## src/rtl/card_dealer.sv

```systemverilog
// 52-card deck controller: never-repeating draws from a used-card bitmap, two-way request arbitration.
// Optional build macro DETERMINISTIC_DECK_EN: every draw starts at index 0 (lowest unused card).
module card_dealer #(
    parameter int          DECK_SIZE = 52,
    parameter logic [15:0] LFSR_SEED = 16'hACE1
) (
    input  logic       clk,
    input  logic       reset,
    input  logic       dealerReq,
    input  logic       playerReq,
    input  logic       shuffleReq,
    output logic       cardValid,
    output logic       cardToDealer,
    output logic [3:0] cardRank,
    output logic [1:0] cardSuit,
    output logic [5:0] cardsLeft,
    output logic       deckEmpty,
    output logic       busy
);

    localparam logic [5:0] FULL_DECK = 6'(DECK_SIZE);
    localparam logic [5:0] LAST_IDX  = 6'(DECK_SIZE - 1);

    typedef enum logic [1:0] {S_IDLE, S_SHUFFLE, S_SEARCH, S_DELIVER} state_t;

    state_t                state, state_next;
    logic [DECK_SIZE-1:0]  used;
    logic [5:0]            idx, start_idx, left;
    logic [15:0]           lfsr;
    logic                  last_grant, grant_dealer, grant_dealer_next;
    logic                  take, hit;
    logic [3:0]            rank_q, idx_rank;
    logic [1:0]            suit_q, idx_suit;

`ifdef DETERMINISTIC_DECK_EN
    assign start_idx = '0;
`else
    // Fold 52..63 back onto 40..51 so every LFSR value maps to a card.
    assign start_idx = (lfsr[5:0] < FULL_DECK) ? lfsr[5:0] : lfsr[5:0] - 6'd12;
`endif

    always_comb begin
        idx_suit = 2'd0;
        idx_rank = 4'(idx + 6'd1);
        if (idx >= 6'd39) begin
            idx_suit = 2'd3;
            idx_rank = 4'(idx - 6'd38);
        end else if (idx >= 6'd26) begin
            idx_suit = 2'd2;
            idx_rank = 4'(idx - 6'd25);
        end else if (idx >= 6'd13) begin
            idx_suit = 2'd1;
            idx_rank = 4'(idx - 6'd12);
        end
    end

    always_comb begin
        state_next        = state;
        grant_dealer_next = grant_dealer;
        take              = 1'b0;
        hit               = 1'b0;
        case (state)
            S_IDLE: begin
                if (shuffleReq) begin
                    state_next = S_SHUFFLE;
                end else if ((dealerReq || playerReq) && !deckEmpty) begin
                    take       = 1'b1;
                    state_next = S_SEARCH;
                    if (dealerReq && playerReq) grant_dealer_next = ~last_grant;
                    else                        grant_dealer_next = dealerReq;
                end
            end
            S_SHUFFLE: state_next = S_IDLE;
            S_SEARCH: begin
                hit = ~used[idx];
                if (hit) state_next = S_DELIVER;
            end
            S_DELIVER: state_next = S_IDLE;
            default:   state_next = S_IDLE;
        endcase
    end

    always_ff @(posedge clk) begin
        if (reset) begin
            state        <= S_IDLE;
            used         <= '0;
            left         <= FULL_DECK;
            lfsr         <= LFSR_SEED;
            last_grant   <= 1'b0;
            grant_dealer <= 1'b0;
            idx          <= '0;
            rank_q       <= '0;
            suit_q       <= '0;
        end else begin
            state        <= state_next;
            lfsr         <= {1'b0, lfsr[15:1]} ^ (lfsr[0] ? 16'hB400 : 16'h0000);
            grant_dealer <= grant_dealer_next;
            if (take) begin
                last_grant <= grant_dealer_next;
                idx        <= start_idx;
            end
            if (state == S_SHUFFLE) begin
                used <= '0;
                left <= FULL_DECK;
            end
            if (state == S_SEARCH) begin
                if (hit) begin
                    used[idx] <= 1'b1;
                    left      <= left - 6'd1;
                    rank_q    <= idx_rank;
                    suit_q    <= idx_suit;
                end else begin
                    idx <= (idx == LAST_IDX) ? '0 : idx + 6'd1;
                end
            end
        end
    end

    // Gated by reset so a reset landing in the delivery cycle suppresses the pulse.
    assign cardValid    = (state == S_DELIVER) && !reset;
    assign cardToDealer = grant_dealer;
    assign cardRank     = rank_q;
    assign cardSuit     = suit_q;
    assign cardsLeft    = left;
    assign deckEmpty    = (left == '0);
    assign busy         = (state != S_IDLE);

endmodule

```

## config.mk

```make
export PLATFORM = sky130hd
export DESIGN_NAME = card_dealer
export DESIGN_NICKNAME = d
export VERILOG_FILES = /design/src/rtl/card_dealer.sv
export SDC_FILE = /design/constraint.sdc
export NUM_CORES = 1
export LEC_CHECK = 0
export CORE_UTILIZATION = 43
export DETAILED_ROUTE_END_ITERATION = 8
export HOLD_SLACK_MARGIN = 0.15
export PLACE_DENSITY_LB_ADDON = 0.25
export SLEW_MARGIN = 5
export SYNTH_ARGS = -nofsm -noshare
export SYNTH_HDL_FRONTEND = slang
export SYNTH_SLANG_ARGS = --single-unit
```

## constraint.sdc

```tcl
create_clock -name clk -period 2.9 [get_ports clk]
set_input_delay 0.29 -clock clk [delete_from_list [all_inputs] [get_ports clk]]
set_output_delay 0.29 -clock clk [all_outputs]
set_load 0.05 [all_outputs]
```

==> impl_metrics.toml <==
[setup_path]
critPathMaxFanout = 24
start_kind = "flop"
cp.arrival_ns = 3.04
cp-end-kind = "flop"
cp.required_ns = 3.22
crit_type = "flop to flop"

[sta]
slew_headroom_pct = 58.6
worst_slew_pin_slew_ns = 0.620
setup_viol = 0
finalCriticalPeriod_ns = 2.72
finalWorstSetupSlack_ns = 0.178
max_freq_mhz = 367
hold_viol = 0
finalMaxSlewViolations = 0
min_period_over_period_pct = 93.9
skew_ns = 0.0141
rsz0062_at_grt = "false"
tns_ns = 0
timing.hold.ws_ns = 0.418

[power]
swShare_pct = 31.0
p_sw_w = 0.000899
p_int_w = 0.00200
seqPwrFrac_pct = 46.0
power.density_nw_per_um2 = 569
p_comb_share_pct = 20.1
ir_worst_vdd_mv = 0.223
power.share.clock_pct = 33.8
power.leakage_nw = 1.92

[placed_design]
dpl.hpwl_um = 7300
io_buffers = 20
place_ws_ns = 0.228
place_congestion = 0.868
dpl_cell_area_um2 = 4870

[cells_and_area]
area_delta_synth_final_pct = 15.5
fin_nets = 490
final_common_cell = "dfxtp_1"
fillCellCount = 897
fin_util_pct = 51.7
fin_area_um2 = 5100
mostFrequentLayoutCells = "90 x dfxtp_1, 49 x a32o_1, 30 x nor2_1"
layout-drive-gt1-share_pct = 15.0
num_antenna_cells = 0

[synthesis]
ys_types = 56
avgSynthCellArea_um2 = 9.93
ys.flop_type = "dfxtp_1"
syn_area_um2 = 4420
ys_seq_elements = 90
yosysTopAreaCell = "dfxtp_1"
synth.area.top_cells = "dfxtp_1 41%, a32o_1 11%, ha_1 4.8%, mux2i_1 4.3%, mux4_2 3.6%"
synth_top_cell_area_share_pct = 40.8
ys_seq_area_share_pct = 40.8
synth_edf_count = 0
synth_nets = 467
async_flop_share_pct = 0
synth_warnings = 0
syn_inst = 445

[flow_run]
maxCapViolCount = 0

[global_route]
track_usage_pct = 21.1
antenna_found_initial = 0
grt_pass1_vias = 3409
overflow = 0
grt_pass1_wl_um = 17200
grt_max_degree = 56

[floorplanning]
pin_count = 21
core_um2 = 9860
fp.dieH_um = 103
start_util_pct = 44.8
fp-row-count = 36
die_x_um = 103
die_area_um2 = 10700

[cts]
cts_tree = "built"
cts_buffers = 9
cts-resized-gates = 0
htreeDepth = 3
cts.sink_count = 90
cts_max_path_buffers = 2
clk-insertion-delay-late_ns = 0.37
cts_setup_buffers = 0
cts_root_buffer = "clkbuf_8"
hold_buffers = 0
clk_pin_slew_ns = 0.10

[drt]
dr.pass1.iters = 5
drc = 0
drt-vias-per-instance = 5.93
num_vias = 3594
drt_iter0_drc = 162
ant_nets = 0
drt-wirelength-per-cell_um = 17.4
wirelength_um = 10500

[run_status]
status = "finished, final reports clean"

[hold_path]
hold_class = "flop to flop"
## synth_stat cells (4+ instances only)
library cell	count
nor3_1	9
a32o_1	49
nand3_1	14
clkbuf_1	20
or2_2	6
and3_1	10
a21oi_1	11
nand2_1	23
xnor2_1	7
a211o_1	4
inv_1	12
nor2b_1	13
and2_1	14
a211oi_1	6
mux2_2	8
ha_1	17
mux4_2	7
mux2i_1	19
nor2_1	30
buf_2	7
o21ai_0	6
dfxtp_1	90
a31oi_1	5
## power groups by stage
stage	Clock [W]	Sequential, W	Combinational [W]
after floorplan	0	0.00139	0.000371
after global placement	0	0.00136	0.000575
after detailed placement	0	0.00136	0.000578
after CTS	0.000998	0.00133	0.000581
after global routing	0.00106	0.00134	0.000640
final	0.000982	0.00134	0.000585
## final timing paths
check,start,endpoint,slack (ns),cells after the start
setup / recovery,idx[2]$_SDFF_PP0_,used[29]$_SDFF_PP0_,0.18,8
hold / removal,lfsr[6]$_SDFF_PP1_,lfsr[5]$_SDFF_PP1_,0.42,1
setup reg to reg,idx[2]$_SDFF_PP0_,used[29]$_SDFF_PP0_,0.18,8
hold reg to reg,lfsr[6]$_SDFF_PP1_,lfsr[5]$_SDFF_PP1_,0.42,1
## per-layer routing
| metal | up-vias | routed length, um | global-route usage (%) |
|---|---|---|---|
| met5 | - | 0 | 0 |
| met4 | 0 | 187 | 8.23 |
| met3 | 18 | 444 | 4.50 |
| met2 | 93 | 4880 | 32.6 |
| met1 | 1751 | 5000 | 28.7 |
| li1 | 1732 | - | - |
## logic make-up (layout without fill, tap and decap cells)
| family | after synthesis | count (layout) | synth area share (%) |
|---|---|---|---|
| AO/OA/AOI/OAI | 106 | 106 | 20.4 |
| XOR/XNOR | 8 | 8 | 1.59 |
| adder cells (fa/ha/maj) | 17 | 17 | 4.82 |
| buffers and inverters | 49 | 77 | 5.13 |
| flip-flops | 90 | 90 | 40.8 |
| multiplexers | 34 | 34 | 9.92 |
| AND/OR/NAND/NOR | 141 | 141 | 17.3 |
## worst max-delay path, cell delays in order, from the launching register on
cell     delay [ns]
dfxtp_1        0.73
buf_4          0.25
mux2i_1        0.20
a22oi_1        0.10
and3_1         0.19
or3_1          0.46
nor4_4         0.20
buf_4          0.31
a32o_1         0.21
## registers in the layout (all words and copies together), names as in the netlist
signal,count
used,52
lfsr,16
cardsLeft,6
idx,6
cardRank,4
cardSuit,2
state,2
cardToDealer,1
last_grant,1
## cell type report
cell class                      count  area, um2  area share [%]
Multi-Input combinational cell    306       2400            47.0
Tap cell                          133        166            3.26
Sequential cell                    90       1800            35.3
Timing Repair Buffer               47        450            8.83
Inverter                           14       52.6            1.03
Clock inverter                      7        108            2.11
Clock buffer                        9        124            2.43
## per-stage QoR
step	total power [W]	instances
6_report	0.00290	606
5_1_grt	0.00305	606
4_1_cts	0.00291	606
3_5_place_dp	0.00194	590
3_3_place_gp	0.00194	590
2_1_floorplan	0.00176	445
(Power assumes the default switching activity.)
